`config.mk`:
```
export PLATFORM = sky130hd
export DESIGN_NAME = hyperram_line_cache
export DESIGN_NICKNAME = d
export VERILOG_FILES = /design/src/rtl/hyperram_line_cache.sv
export SDC_FILE = /design/constraint.sdc
export NUM_CORES = 2
export LEC_CHECK = 0
export BUFFER_PORTS_ARGS = -buffer_cell sky130_fd_sc_hd__buf_2
export CAP_MARGIN = 20
export CORE_ASPECT_RATIO = 2
export CORE_MARGIN = 2
export CORE_UTILIZATION = 35
export CTS_BUF_LIST = sky130_fd_sc_hd__clkbuf_4
export DETAILED_ROUTE_END_ITERATION = 16
export SYNTH_ARGS = -nofsm -noshare
export SYNTH_HDL_FRONTEND = slang
export SYNTH_SLANG_ARGS = --single-unit
```
`constraint.sdc`:
```
create_clock -name clk -period 18.4 [get_ports clk]
set_input_delay 2.76 -clock clk [delete_from_list [all_inputs] [get_ports clk]]
set_output_delay 2.76 -clock clk [all_outputs]
set_load 0.03 [all_outputs]
```
`src/rtl/hyperram_line_cache.sv`:
```
// Direct-mapped write-back line cache between the Avalon s0 slave and the HyperRAM burst engines.
// Flush support (FLUSH_SCAN, flush_busy) is built only when HYPERRAM_CACHE_FLUSH_EN is defined.
module hyperram_line_cache #(
  parameter int unsigned ADDR_W = 22,
  parameter int unsigned DATA_W = 32,
  parameter int unsigned WORDS  = 8,
  parameter int unsigned LINES  = 4
) (
  input  logic              clk,
  input  logic              rst,
  input  logic [ADDR_W-1:0] s0_address,
  input  logic              s0_read,
  input  logic              s0_write,
  input  logic [DATA_W-1:0] s0_writedata,
  output logic [DATA_W-1:0] s0_readdata,
  output logic              s0_readdatavalid,
  output logic              s0_waitrequest,
  output logic              mem_cmd_valid,
  input  logic              mem_cmd_ready,
  output logic              mem_cmd_write,
  output logic [ADDR_W-1:0] mem_cmd_addr,
  output logic [DATA_W-1:0] mem_wdata,
  output logic              mem_wdata_valid,
  input  logic              mem_wdata_ready,
  input  logic [DATA_W-1:0] mem_rdata,
  input  logic              mem_rdata_valid,
  input  logic              mem_done,
  input  logic              flush,
  output logic              flush_busy,
  output logic              err
);
  localparam int unsigned OFS_W    = $clog2(WORDS);
  localparam int unsigned IDX_W    = $clog2(LINES);
  localparam int unsigned TAG_W    = ADDR_W - OFS_W - IDX_W;
  localparam int unsigned CNT_W    = OFS_W + 1;
  localparam int unsigned LAST_IDX = LINES - 1;

  typedef enum logic [2:0] {
    IDLE, EVICT_CMD, EVICT_DATA, EVICT_WAIT, FILL_CMD, FILL_DATA, FLUSH_SCAN
  } state_t;

  state_t            state, state_nxt;
  logic [DATA_W-1:0] line_q [LINES*WORDS];
  logic [TAG_W-1:0]  tag_q  [LINES];
  logic [LINES-1:0]  valid_q, dirty_q;
  logic [IDX_W-1:0]  idx_q;
  logic [TAG_W-1:0]  req_tag_q;
  logic [CNT_W-1:0]  cnt_q;
  logic              flushing_q;
  logic              err_q;

  logic [OFS_W-1:0] a_ofs;
  logic [IDX_W-1:0] a_idx;
  logic [TAG_W-1:0] a_tag;
  logic             req_c, hit_c, flush_c;
  logic             rd_hit, wr_hit, miss, flush_go, scan_inc, scan_end;
  logic             cnt_clr, cnt_inc, evict_done, fill_start, fill_we, fill_ok, fill_bad;

  assign a_ofs = s0_address[OFS_W-1:0];
  assign a_idx = s0_address[OFS_W +: IDX_W];
  assign a_tag = s0_address[ADDR_W-1 -: TAG_W];
  assign req_c = s0_read | s0_write;
  assign hit_c = valid_q[a_idx] && (tag_q[a_idx] == a_tag);

`ifdef HYPERRAM_CACHE_FLUSH_EN
  assign flush_c = flush;
`else
  logic unused_flush;
  assign unused_flush = flush;
  assign flush_c      = 1'b0;
`endif

  assign s0_waitrequest = (state != IDLE) | flush_c | (req_c & ~hit_c);
  assign flush_busy     = flushing_q;
  assign err            = err_q;

  // Next state and datapath strobes
  always_comb begin
    state_nxt  = state;
    rd_hit     = 1'b0;
    wr_hit     = 1'b0;
    miss       = 1'b0;
    flush_go   = 1'b0;
    scan_inc   = 1'b0;
    scan_end   = 1'b0;
    cnt_clr    = 1'b0;
    cnt_inc    = 1'b0;
    evict_done = 1'b0;
    fill_start = 1'b0;
    fill_we    = 1'b0;
    fill_ok    = 1'b0;
    fill_bad   = 1'b0;
    case (state)
      IDLE: begin
        if (flush_c) begin
          flush_go  = 1'b1;
          state_nxt = FLUSH_SCAN;
        end else if (req_c && hit_c) begin
          rd_hit = s0_read;
          wr_hit = s0_write;
        end else if (req_c) begin
          miss      = 1'b1;
          state_nxt = (valid_q[a_idx] && dirty_q[a_idx]) ? EVICT_CMD : FILL_CMD;
        end
      end
      EVICT_CMD: begin
        if (mem_cmd_ready) begin
          cnt_clr   = 1'b1;
          state_nxt = EVICT_DATA;
        end
      end
      EVICT_DATA: begin
        if (mem_wdata_ready) begin
          cnt_inc = 1'b1;
          if (cnt_q == CNT_W'(WORDS - 1)) state_nxt = EVICT_WAIT;
        end
      end
      EVICT_WAIT: begin
        if (mem_done) begin
          evict_done = 1'b1;
          state_nxt  = flushing_q ? FLUSH_SCAN : FILL_CMD;
        end
      end
      FILL_CMD: begin
        if (mem_cmd_ready) begin
          cnt_clr    = 1'b1;
          fill_start = 1'b1;
          state_nxt  = FILL_DATA;
        end
      end
      FILL_DATA: begin
        // Beats past a full line are dropped
        fill_we = mem_rdata_valid && (cnt_q < CNT_W'(WORDS));
        cnt_inc = fill_we;
        if (mem_done) begin
          state_nxt = IDLE;
          if ((cnt_q == CNT_W'(WORDS)) || (fill_we && (cnt_q == CNT_W'(WORDS - 1))))
            fill_ok = 1'b1;
          else
            fill_bad = 1'b1;
        end
      end
`ifdef HYPERRAM_CACHE_FLUSH_EN
      FLUSH_SCAN: begin
        if (valid_q[idx_q] && dirty_q[idx_q]) begin
          state_nxt = EVICT_CMD;
        end else if (idx_q == IDX_W'(LAST_IDX)) begin
          scan_end  = 1'b1;
          state_nxt = IDLE;
        end else begin
          scan_inc = 1'b1;
        end
      end
`endif
      default: state_nxt = IDLE;
    endcase
  end

  // Memory-side command and write-data outputs decoded from state
  always_comb begin
    mem_cmd_valid   = 1'b0;
    mem_cmd_write   = 1'b0;
    mem_cmd_addr    = '0;
    mem_wdata_valid = 1'b0;
    mem_wdata       = line_q[{idx_q, cnt_q[OFS_W-1:0]}];
    if (state == EVICT_CMD) begin
      mem_cmd_valid = 1'b1;
      mem_cmd_write = 1'b1;
      mem_cmd_addr  = {tag_q[idx_q], idx_q, {OFS_W{1'b0}}};
    end else if (state == FILL_CMD) begin
      mem_cmd_valid = 1'b1;
      mem_cmd_addr  = {req_tag_q, idx_q, {OFS_W{1'b0}}};
    end
    if (state == EVICT_DATA) mem_wdata_valid = 1'b1;
  end

  always_ff @(posedge clk) begin
    if (rst) state <= IDLE;
    else     state <= state_nxt;
  end

  // Line state, counters and s0 read response
  always_ff @(posedge clk) begin
    if (rst) begin
      valid_q          <= '0;
      dirty_q          <= '0;
      err_q            <= 1'b0;
      cnt_q            <= '0;
      idx_q            <= '0;
      req_tag_q        <= '0;
      flushing_q       <= 1'b0;
      s0_readdata      <= '0;
      s0_readdatavalid <= 1'b0;
    end else begin
      s0_readdatavalid <= rd_hit;
      if (rd_hit) s0_readdata <= line_q[{a_idx, a_ofs}];
      if (wr_hit) dirty_q[a_idx] <= 1'b1;
      if (miss) begin
        idx_q     <= a_idx;
        req_tag_q <= a_tag;
      end
      if (flush_go) begin
        idx_q      <= '0;
        flushing_q <= 1'b1;
      end
      if (scan_inc) idx_q <= idx_q + IDX_W'(1);
      if (scan_end) flushing_q <= 1'b0;
      if (cnt_clr)      cnt_q <= '0;
      else if (cnt_inc) cnt_q <= cnt_q + CNT_W'(1);
      if (evict_done) dirty_q[idx_q] <= 1'b0;
      if (fill_start) valid_q[idx_q] <= 1'b0;
      if (fill_ok) begin
        valid_q[idx_q] <= 1'b1;
        dirty_q[idx_q] <= 1'b0;
      end
      if (fill_bad) err_q <= 1'b1;
    end
  end

  // Line data and tags carry no reset; valid_q guards them
  always_ff @(posedge clk) begin
    if (wr_hit)  line_q[{a_idx, a_ofs}] <= s0_writedata;
    if (fill_we) line_q[{idx_q, cnt_q[OFS_W-1:0]}] <= mem_rdata;
    if (fill_ok) tag_q[idx_q] <= req_tag_q;
  end
endmodule
```
==> summary.md <==
| Metric | Value |
|---|---|
| Status | `complete, no violations` |
| Die Area | `0.157 mm²` |
| Worst hold path type | `flip-flop to flip-flop` |
| Worst Setup SP | `s0_address[3]` |
| Layout cell share with drive strength beyond 1 | `39.9%` |
| Vias in the first global route | `33000` |
| H-Tree Depth | `5` |
| First-pass GRT wire length | `226000 µm` |
| Setup Viol. Count Final | `0` |
| Yosys reg bits | `1162` |
| Netlist cell types | `49` |
| Maximum VDD drop | `100 µV` |
| Worst Skew | `0.124 ns` |
| Pleak | `19.3 nW` |
| RR Endpoint | `line_q[22][16]` |
| Detail Placement HPWL | `85100 µm` |
| Antenna-violating nets left | `0` |
| # hold bufs at CTS | `0` |
| Gr ovfl total | `0` |
| Fin crit share | `48.8%` |
| # rows | `203` |
| Via total after detailed routing | `31400` |
| Max Clk Rate | `111 MHz` |
| Average vias per placed instance | `5.88` |
| Die Y | `557 µm` |
| Count leader, synth | `edfxtp_1` |
| Commonest cells post-synth | `edfxtp_1, mux4_2, mux2i_1, clkbuf_1, o22ai_1` |
| CTS tree | `done` |
| Post-Route Utilization | `39.9%` |
| Sequential share of the synthesized area | `63.8%` |
| Synth Area in XOR/XNOR | `0.310%` |
| Synth Area in Compound Gates | `3.30%` |
| Core area | `0.152 mm²` |
| Post-synth top area share | `61.2%` |
| Synth area leader | `edfxtp_1` |
| Largest net degree at the start of global routing | `118` |
| DRC viols | `0` |
| Wire per inst | `29.5 µm` |
| Initial Utilization | `35.2%` |
| Worst R2R Start | `tag_q[1][1]` |
| Synth top area cells | `edfxtp_1, mux4_2, mux2i_1, dfxtp_1, o22ai_1` |
| Worst Setup End Kind | `output port` |
| CP Data Required Time | `15.64 ns` |
| Crit-path max FO | `38` |
| Root buffer cell | `clkbuf_4` |
| Synth warn | `0` |
| Simple-Gate Fraction of Synth Area | `2.63%` |
| Largest family of logic cells by synthesized area | `multiplexers` |
| GP Congestion | `0.764` |
| Pre-antenna DRT Iters | `6` |
| Syn Std Cell Area | `0.0536 mm²` |
| Initial antenna violation count | `7` |
| CTS-repair resized insts | `0` |
| FFs w/ async S/R, synth | `0%` |
| Critical path arrival | `6.21 ns` |
| Clock Tree Buf Depth | `4` |
| Mux cell area share after synthesis | `28.2%` |
| Worst-margin pin slew | `1.10 ns` |
| RSZ-0062 raised after global routing | `false` |
| Worst-path clk slew | `0.07 ns` |
| Setup CP Type | `input pin to output port` |
| Startpoint types | `input pin` |
| Final Non-Filler Cells | `5340` |
| MaxCap Viol Count | `0` |
| Pwr per Cell Area | `101 mW/mm²` |
| Cts bufs inserted | `298` |
| Number of port buffers | `182` |
| Avg Inst Size Synth | `19.0 µm²` |
| Total Routing Usage GR | `20.2%` |
| Tmin final | `8.97 ns` |
| Worst setup endpoint | `s0_waitrequest` |
| Area delta synth->final | `13.5%` |
| Final setup TNS | `0 ns` |
| Drt first-iter violations | `2939` |
| Top Ports | `188` |
| Post-synth EDFFs | `1092` |
| Max Slew Vio Count | `0` |
| Die width | `281 µm` |
| Layout Nets | `3286` |
| Final WL | `157000 µm` |
| Register-to-register setup slack | `13.51 ns` |
| Reg2Reg Depth | `8` |
| Synth Area in Adders | `0.0467%` |
| Worst skew pair latency | `1.25 ns` |
| Final hold viol count | `0` |
| Main synth FF type | `edfxtp_1` |
| Placed insts | `4831` |
| Clock Sinks | `1162` |
| Max-slew headroom | `26.4%` |
| Post-CTS Setup Repair Bufs | `0` |
| Cells after Synth | `2824` |
worst max-delay path, stage by stage:
cell     delay (ns)
buf_2          0.81
mux4_2         0.64
xnor2_1        0.18
nand4_1        0.15
or4_4          0.49
or3_4          0.69
o21ai_0        0.17
nand2_1        0.06
buf_2          0.21
power by group:
| group | internal, mW | switching, mW |
|---|---|---|
| logic | 0.350 | 0.639 |
| clock network | 1.10 | 1.05 |
| registers | 2.99 | 0.0426 |
how the worst min path moves through the flow:
| stage | to | startpoint | slack [ns] | cells after the start |
|---|---|---|---|---|
| 4_1_cts | s0_readdata[21] | s0_readdata[21] | 0.48 | 2 |
| 5_1_grt | s0_readdata[1] | s0_readdata[1] | 0.50 | 2 |
| 3_3_place_gp | s0_readdata[16] | s0_readdata[16] | 0.46 | 2 |
| 6_report | s0_readdata[1] | s0_readdata[1] | 0.48 | 2 |
| 2_1_floorplan | valid_q[3] | valid_q[3] | 0.45 | 2 |
| 3_5_place_dp | s0_readdata[1] | s0_readdata[1] | 0.47 | 2 |
cell type report:
cell class	count	area, µm²
clock inverter	88	477
multi-input combinational	1431	18700
antenna	5	12.5
clock buffer	411	3090
inverter	9	41.3
fill	13800	91500
sequential	1162	34200
tap	1947	2440
timing repair buffer	287	1890
cells by family after synthesis:
family | count (synthesis)
other cells | 1
simple gates | 285
flops | 1162
fa+ha+maj | 2
mux | 830
xor+xnor | 19
compound gates | 291
buf+inv | 234
placed cells by master, fill, tap and decap left out, types with 4 or more instances in the layout:
cell type,netlist,final
inv_1,8,8
clkinv_1,0,70
a31oi_1,13,12
and2_1,4,4
o22ai_1,130,130
mux2i_1,286,286
bufinv_16,0,5
nor3_2,0,32
nor2b_1,5,4
nand2b_1,43,41
buf_4,4,94
xor2_1,5,5
clkinv_2,0,12
mux4_2,543,543
xnor2_1,14,14
conb_1,1,4
buf_2,0,179
dfxtp_1,70,67
a21oi_1,43,43
buf_12,0,5
or2_2,33,33
nand2_1,113,107
clkbuf_4,0,411
nand2_2,0,6
a22o_1,17,17
buf_16,0,5
nor3_1,48,16
diode_2,0,5
nor2_2,0,4
o21ai_0,72,72
nor2_1,20,16
edfxtp_1,1092,1092
layer usage:
layer  GRT usage (%)  wire length, µm  up-vias
met4            7.05             4420        0
met5               0                0        -
li1                -                -    12900
met2            33.7            78400     1527
met3            4.18            12300      295
met1            26.1            62300    16700
metrics by stage:
stage          hold WS [ns]  cell area (µm²)  setup slack [ns]  power (mW)
6_report              0.475            60800              9.43        6.17
5_1_grt               0.502            60800              9.26        6.41
4_1_cts               0.476            60700              9.41        6.22
3_5_place_dp          0.466            57100              9.40        4.07
3_3_place_gp          0.462            57100              9.38        4.06
2_1_floorplan         0.451            53600             10.47        3.72
flip-flops by register name, indices dropped and copies added, names as in the netlist, named ones only:
signal and cells:
line_q 1024, tag_q 68, s0_readdata 32, req_tag_q 17, cnt_q 4, dirty_q 4
valid_q 4, state 3, idx_q 2, err 1, s0_readdatavalid 1
(Power assumes the default switching activity.)
